--- config.mk ---
export PLATFORM = sky130hd
export DESIGN_NAME = car_sensor_gen
export DESIGN_NICKNAME = d
export VERILOG_FILES = /design/src/rtl/car_sensor_gen.sv
export SDC_FILE = /design/constraint.sdc
export NUM_CORES = 1
export LEC_CHECK = 0
export ABC_AREA = 1
export BUFFER_PORTS_ARGS = -buffer_cell sky130_fd_sc_hd__buf_2
export CAP_MARGIN = 5
export CORE_UTILIZATION = 64
export DETAILED_ROUTE_END_ITERATION = 10
export PLACE_DENSITY = 0.83
export RECOVER_POWER = 50
export SLEW_MARGIN = 0
export SYNTH_ARGS = -nofsm -noshare
export SYNTH_HDL_FRONTEND = slang
export SYNTH_SLANG_ARGS = --single-unit
--- constraint.sdc ---
create_clock -name clk -period 3.59 [get_ports clk]
set_input_delay 0.8975 -clock clk [delete_from_list [all_inputs] [get_ports clk]]
set_output_delay 0.8975 -clock clk [all_outputs]
set_load 0.005 [all_outputs]
--- src/rtl/car_sensor_gen.sv ---
// car_sensor_gen: drives the parking-barrier sensor lines {A,B} with the
// two-beam sequence a car produces while crossing. One accepted request
// yields one complete entry (10,11,01,00) or exit (01,11,10,00) crossing.
// Only Gray-adjacent codes are emitted, so A and B never change together.
//
// Handshake: a request is accepted on a rising edge where
// req_valid && req_ready; req_ready is high only in IDLE, and
// req_valid/req_dir are ignored at all other times (no queuing).
//
// Optional feature, enabled by defining CAR_GEN_OCC_EN: adds an 8-bit
// occupancy count (occ) and a one-cycle err pulse for requests that would
// under/overflow it; such requests are discarded without a crossing.
module car_sensor_gen #(
    parameter int STEP_CYCLES = 4,
    parameter int GAP_CYCLES  = 2
) (
    input  logic       clk,
    input  logic       rst_n,
    input  logic       req_valid,
    input  logic       req_dir,
    output logic       req_ready,
    output logic       A,
    output logic       B,
    output logic       busy,
    output logic       done
`ifdef CAR_GEN_OCC_EN
    ,
    output logic [7:0] occ,
    output logic       err
`endif
);

    localparam logic [2:0] S_IDLE = 3'd0;
    localparam logic [2:0] S_PH1  = 3'd1;
    localparam logic [2:0] S_PH2  = 3'd2;
    localparam logic [2:0] S_PH3  = 3'd3;
    localparam logic [2:0] S_GAP  = 3'd4;

    // Dwell counter reload values: the counter counts down to 0, so a state
    // lasts exactly STEP_CYCLES (or GAP_CYCLES) cycles.
    localparam logic [15:0] STEP_LOAD = 16'(STEP_CYCLES - 1);
    localparam logic [15:0] GAP_LOAD  = 16'(GAP_CYCLES - 1);

    // {A,B} codes; entry and exit share the 11 middle phase.
    localparam logic [1:0] CODE_A_ONLY = 2'b10;
    localparam logic [1:0] CODE_BOTH   = 2'b11;
    localparam logic [1:0] CODE_B_ONLY = 2'b01;
    localparam logic [1:0] CODE_NONE   = 2'b00;

    logic [2:0]  state;
    logic        dir;       // 0 = entry, 1 = exit, latched on acceptance
    logic [15:0] cnt;
    logic        accept;
    logic        discard;
    logic        cnt_zero;

    // Handshake and status decode straight from the registered state.
    always_comb begin
        req_ready = (state == S_IDLE);
        busy      = (state != S_IDLE);
        accept    = req_valid && (state == S_IDLE);
        cnt_zero  = (cnt == 16'd0);
`ifdef CAR_GEN_OCC_EN
        // An exit with nobody inside, or an entry into a full count, is refused.
        discard   = (req_dir && (occ == 8'd0)) || (!req_dir && (occ == 8'hFF));
`else
        discard   = 1'b0;
`endif
    end

    // Crossing sequencer: state, dwell counter, registered {A,B} and done.
    always_ff @(posedge clk or negedge rst_n) begin
        if (!rst_n) begin
            state <= S_IDLE;
            dir   <= 1'b0;
            cnt   <= 16'd0;
            A     <= 1'b0;
            B     <= 1'b0;
            done  <= 1'b0;
        end else begin
            done <= 1'b0;
            case (state)
                S_IDLE: begin
                    if (accept) begin
                        dir <= req_dir;
                        if (!discard) begin
                            state  <= S_PH1;
                            cnt    <= STEP_LOAD;
                            {A, B} <= req_dir ? CODE_B_ONLY : CODE_A_ONLY;
                        end
                    end
                end
                S_PH1: begin
                    if (cnt_zero) begin
                        state  <= S_PH2;
                        cnt    <= STEP_LOAD;
                        {A, B} <= CODE_BOTH;
                    end else begin
                        cnt <= cnt - 16'd1;
                    end
                end
                S_PH2: begin
                    if (cnt_zero) begin
                        state  <= S_PH3;
                        cnt    <= STEP_LOAD;
                        {A, B} <= dir ? CODE_A_ONLY : CODE_B_ONLY;
                    end else begin
                        cnt <= cnt - 16'd1;
                    end
                end
                S_PH3: begin
                    if (cnt_zero) begin
                        state  <= S_GAP;
                        cnt    <= GAP_LOAD;
                        {A, B} <= CODE_NONE;
                        done   <= 1'b1;
                    end else begin
                        cnt <= cnt - 16'd1;
                    end
                end
                S_GAP: begin
                    if (cnt_zero) begin
                        state <= S_IDLE;
                    end else begin
                        cnt <= cnt - 16'd1;
                    end
                end
                default: begin
                    state  <= S_IDLE;
                    cnt    <= 16'd0;
                    {A, B} <= CODE_NONE;
                end
            endcase
        end
    end

`ifdef CAR_GEN_OCC_EN
    // Occupancy tracking: the count moves on the same edge that raises done,
    // and a refused request raises err for the cycle after acceptance.
    always_ff @(posedge clk or negedge rst_n) begin
        if (!rst_n) begin
            occ <= 8'd0;
            err <= 1'b0;
        end else begin
            err <= accept && discard;
            if ((state == S_PH3) && cnt_zero) begin
                if (dir) begin
                    occ <= occ - 8'd1;
                end else begin
                    occ <= occ + 8'd1;
                end
            end
        end
    end
`endif

endmodule

==> Word level (Yosys, flattened, before mapping) <==
Cells that the tools add are included.
{ "totals": {"regBits": 23, "ramBits": 0, "output_inout_bits": 5, "latch_bits": 0, "inputBits": 4, "mem_bits_ro": 0, "mem_count": 0} }
{ "classes": {"n_bitwise": 1, "n_shift": 0, "n_reduce_logical": 9, "mul": 0, "n_eq_ne": 10, "n_lt_le_gt_ge": 0, "addsub": 1, "muxes": 23, "div_mod_pow": 0} }
{ "ops": {"columns": ["cell", "n"], "rows": [
  ["$mux W16", 4],
  ["$pmux W16 S4", 1],
  ["$logic_not A16 Y1", 1],
  ["$sub A16 B1 Y16 const B", 1],
  ["$mux W3", 5],
  ["$pmux W3 S5", 1],
  ["$ne A2 B2 Y1 const B", 5],
  ["$pmux W1 S5", 2],
  ["$reduce_and A5 Y1", 2],
  ["$mux W1", 8],
  ["$eq A3 B2 Y1 const B", 2],
  ["$mux W2", 2],
  ["$reduce_and A2 Y1", 2],
  ["$eq A3 B1 Y1 const B", 1],
  ["$eq A3 B3 Y1 const B", 1],
  ["$logic_not A3 Y1", 1],
  ["$reduce_bool A3 Y1", 1],
  ["$ne A2 B1 Y1 const B", 1],
  ["$reduce_or A2 Y1", 1],
  ["$logic_and A1 B1 Y1", 1],
  ["$not A1 Y1", 1]
]} }

==> Longest topological paths before layout <==
{ "logic_depth": {"depth_word": 4, "mapped_depth": 11, "mapped_depth_nobuf": 10} }

==> Least setup slack after synthesis <==
Ideal clock, no wire load.
{ "synth_path": {"kind": "register to output", "startpoint": "register state[0]", "endpoint": "output req_ready", "arrival_ps": 765, "path_stages_with_launch": 4, "n_path_buf": 0, "required_ps": 2693, "slack_ps": 1928, "cell_sequence": "dfrtp_1 nor2_4 nand2_4 inv_1"} }
{ "synth_between": {"elab_chain_len": 1} }
{ "synth_lines": {"columns": ["item", "line_no", "source"], "rows": [
  ["start, declared", "50", "logic [2:0] state;"],
  ["start signal, assigned", "74", "state <= S_IDLE;"],
  ["start signal, assigned", "87", "state <= S_PH1;"],
  ["start signal, assigned", "95", "state <= S_PH2;"],
  ["$logic_not A3 Y1", "59", "req_ready = (state == S_IDLE);"],
  ["end, declared", "21", "output logic req_ready,"]
]} }
No other way between the ends.

==> Worst setup path in the final report <==
{ "layout_path": {"startpoint": "register cnt[0]", "endpoint": "register cnt[11]"} }
{ "layout_between": {"elab_chain_len": 3} }
{ "layout_lines": {"columns": ["item", "line_no", "source"], "rows": [
  ["start, declared", "52", "logic [15:0] cnt;"],
  ["start signal, assigned", "99", "cnt <= cnt - 16'd1;"],
  ["start signal, assigned", "108", "cnt <= cnt - 16'd1;"],
  ["start signal, assigned", "118", "cnt <= cnt - 16'd1;"],
  ["$sub A16 B1 Y16 / $logic_not A16 Y1 (equally long branches)", null, null],
  ["$mux W16, or another cell as far along", "122", "if (cnt_zero) begin"],
  ["$pmux W16 S4 / $reduce_and A2 Y1 (equally long branches)", null, null]
]} }
Several ways; a longest one is shown, not always the timed one. The select of a mux whose other input is x is not followed.
A chain may end at the register's enable or synchronous reset.

==> results.tsv <==
metric	value	unit
Synthesis Warnings	0	
Worst-Margin Slew	1235	ps
H-Tree Depth	1	
via/cell ratio	5.523	
fin. max-slew vios	0	
Area Growth Syn to Fin	3.722	%
maximum single-stage delay on the critical path	630	ps
post-synth cell types	25	
met1 usage	0.3707	
CTS tree	yes	
layout cell share with drive strength beyond 1	0.1422	
final setup TNS	0	ps
IO buf count	8	
RSZ-0062 raised after global routing	false	
Clock Skews	11.27	ps
initial antenna violation count	0	
Post-CTS Setup Inserts	0	
FF/Latch Area	575.6	um2
Worst setup SP type	flop	
Leak	0.9162	nW
busiest grt layer	met2	
GRT Overall Usage	0.2911	
row cnt	17	
final hold violations	0	
final std cells w/o fill	260	
post-synth net total	228	
cts repair resizes	0	
FF-to-FF setup slack	940	ps
GR Util met3	0.03939	
most frequent cells in the layout	nand2_1 (63), nor2_1 (36), nand3_1 (29), inv_1 (27), dfrtp_1 (23)	
Longest Clk Path Bufs	2	
WL final	3185	um
critical path class	reg -> reg	
worst min path class	reg -> reg	
Final Setup Violations	0	
FF-to-FF End	cnt[11]	
Detailed Route Iter0 Violations	42	
hpwl dp	2317	um
top cell type's share of synthesized area	0.3805	
first-pass GRT wire length	5671	um
latest clock arrival within the worst-skew pair	310	ps
post-route ant nets	0	
Placed Cells	256	
via count	1436	
Hold Path End	A	
outcome	completed	
Clock Sinks	23	
cell family with most CP delay	simple AND/OR/NAND/NOR gates	
post-synthesis instance total	223	
Buf/Inv on CP	2	
Reg clk slew, reported paths	140	ps
Mapped Area	0.001513	mm2
Num CTS Buffers	3	
crit path max fanout	13	
DRC violations left	0	
PD cells	1027	mW/mm2
vias in the first global route	1385	
area of the core	0.002212	mm2
crit path DAT	2880	ps
Max Freq	378.0	MHz
Die H	50.62	um
clock period minus worst slack	2646	ps
Synth area leaders	dfrtp_1 (38%), nand2_1 (16%), nand3_1 (9.6%), nor2_1 (8.4%), inv_1 (6.7%)	
Hold-fix buffers, CTS	0	
leading cell type in the layout, fill and taps excluded	nand2_1	
HP Start	A	
r2r startpoint	cnt[0]	
Antenna Cells	0	
DR WL/cell	12.25	um
max cap viols	0	
gpl congestion	0.8598	
hold path cells	2	
Final period util	0.7369	
nature of the critical path endpoint	flop	
total grt overflow	0	
Synth Register Bits	23	
pin count of the biggest net entering global routing	24	
NumNets Final	238	
relative slew slack	0.1768	
R2R depth	9	
Seq/Total Area, Yosys	0.3805	
full die area	0.002562	mm2
VDD IR max	0.6549	mV
DIE WIDTH	50.62	um
area of the multi-input gates	772.0	um2
First-pass DRT Iterations	6	
Fill cells	196	
Worst path slowest cell	nor2_1	
Avg Cell Area, Syn	6.783	um2
Req. time, crit path	3820	ps
crit-path cells	inv_1, ha_1, nand3_2, nor2_1, nand3_1, nand2_1, o21ai_0, nand2_1, inv_1	
M2 GR Usage	0.4978	
root buffer cell	clkbuf_4	
Initial Util	0.6838	
post-synth top area cell	dfrtp_1	
I/O pin count	9	
## worst reg2reg max path: stages (launching register included)
cell     delay, ps
dfrtp_1        460
inv_1           80
ha_1           220
nand3_2        120
nor2_1         630
nand3_1        590
nand2_1        260
o21ai_0        100
nand2_1         60
inv_1           40
## synthesized netlist by cell type, drive strengths merged
library cell,count
nand2,70
nor2,43
inv,32
nand3,31
dfrtp,23
o21ai,7
a21oi,3
buf,3
nand4,3
nor3,2
a22oi,1
ha,1
nor3b,1
o211ai,1
o21bai,1
or2,1
## sequential cells by signal (all words and copies together) (netlist names)
| name | count |
|---|---|
| B | 1 |
| done | 1 |
| cnt | 16 |
| dir | 1 |
| state | 3 |
| A | 1 |
## cell type report
class,instances,share of cell area
well taps,28,0.02233
multi-input cells,165,0.4920
inverters,32,0.07656
clock inverters,1,0.003190
flip-flops and latches,23,0.3668
repair buffers,8,0.02472
clock buffers,3,0.01435
## power breakdown
part | internal, mW | switching [mW] | total (mW)
Sequential | 0.369 | 0.0939 | 0.462
Clock | 0.0416 | 0.0833 | 0.125
Combinational | 0.345 | 0.679 | 1.02
## worst max path at each step
stage,startpoint,endpoint,slack (ps),cells past startpoint
after global routing,cnt[0],cnt[11],770,9
after detailed placement,cnt[0],cnt[11],1530,9
after CTS,state[0],req_ready,1380,4
after floorplan,state[0],req_ready,1930,3
final,cnt[0],cnt[11],940,9
after global placement,cnt[0],cnt[11],1570,9
## routing by layer
metal | vias to the layer above | share of wire
li1 | 720 | -
met1 | 665 | 0.47
met2 | 45 | 0.48
met3 | 6 | 0.038
met4 | 0 | 0.012
met5 | - | 0
## cells by family after synthesis
family | count (synthesis) | synth area share
DFF | 23 | 0.3805
and+or+nand+nor | 151 | 0.4698
buffers and inverters | 35 | 0.09347
AOI/OAI and AO/OA | 13 | 0.04797
adders and majority gates | 1 | 0.008270
## stage by stage
| stage | hold WS (ps) | worst slack [ps] | util | cell area (um2) | total power [mW] |
|---|---|---|---|---|---|
| after global placement | 459.1 | 1572 | 0.7081 | 1567 | 1.477 |
| after detailed placement | 464.3 | 1527 | 0.7081 | 1567 | 1.510 |
| after floorplan | 472.4 | 1928 | - | 1513 | 1.294 |
| after CTS | 498.4 | 1380 | 0.7206 | 1594 | 1.635 |
| final | 501.3 | 944.5 | 0.7093 | 1569 | 1.612 |
| after global routing | 505.1 | 765.5 | 0.7093 | 1569 | 1.792 |
Note: power is estimated with default switching activity, not from simulation.
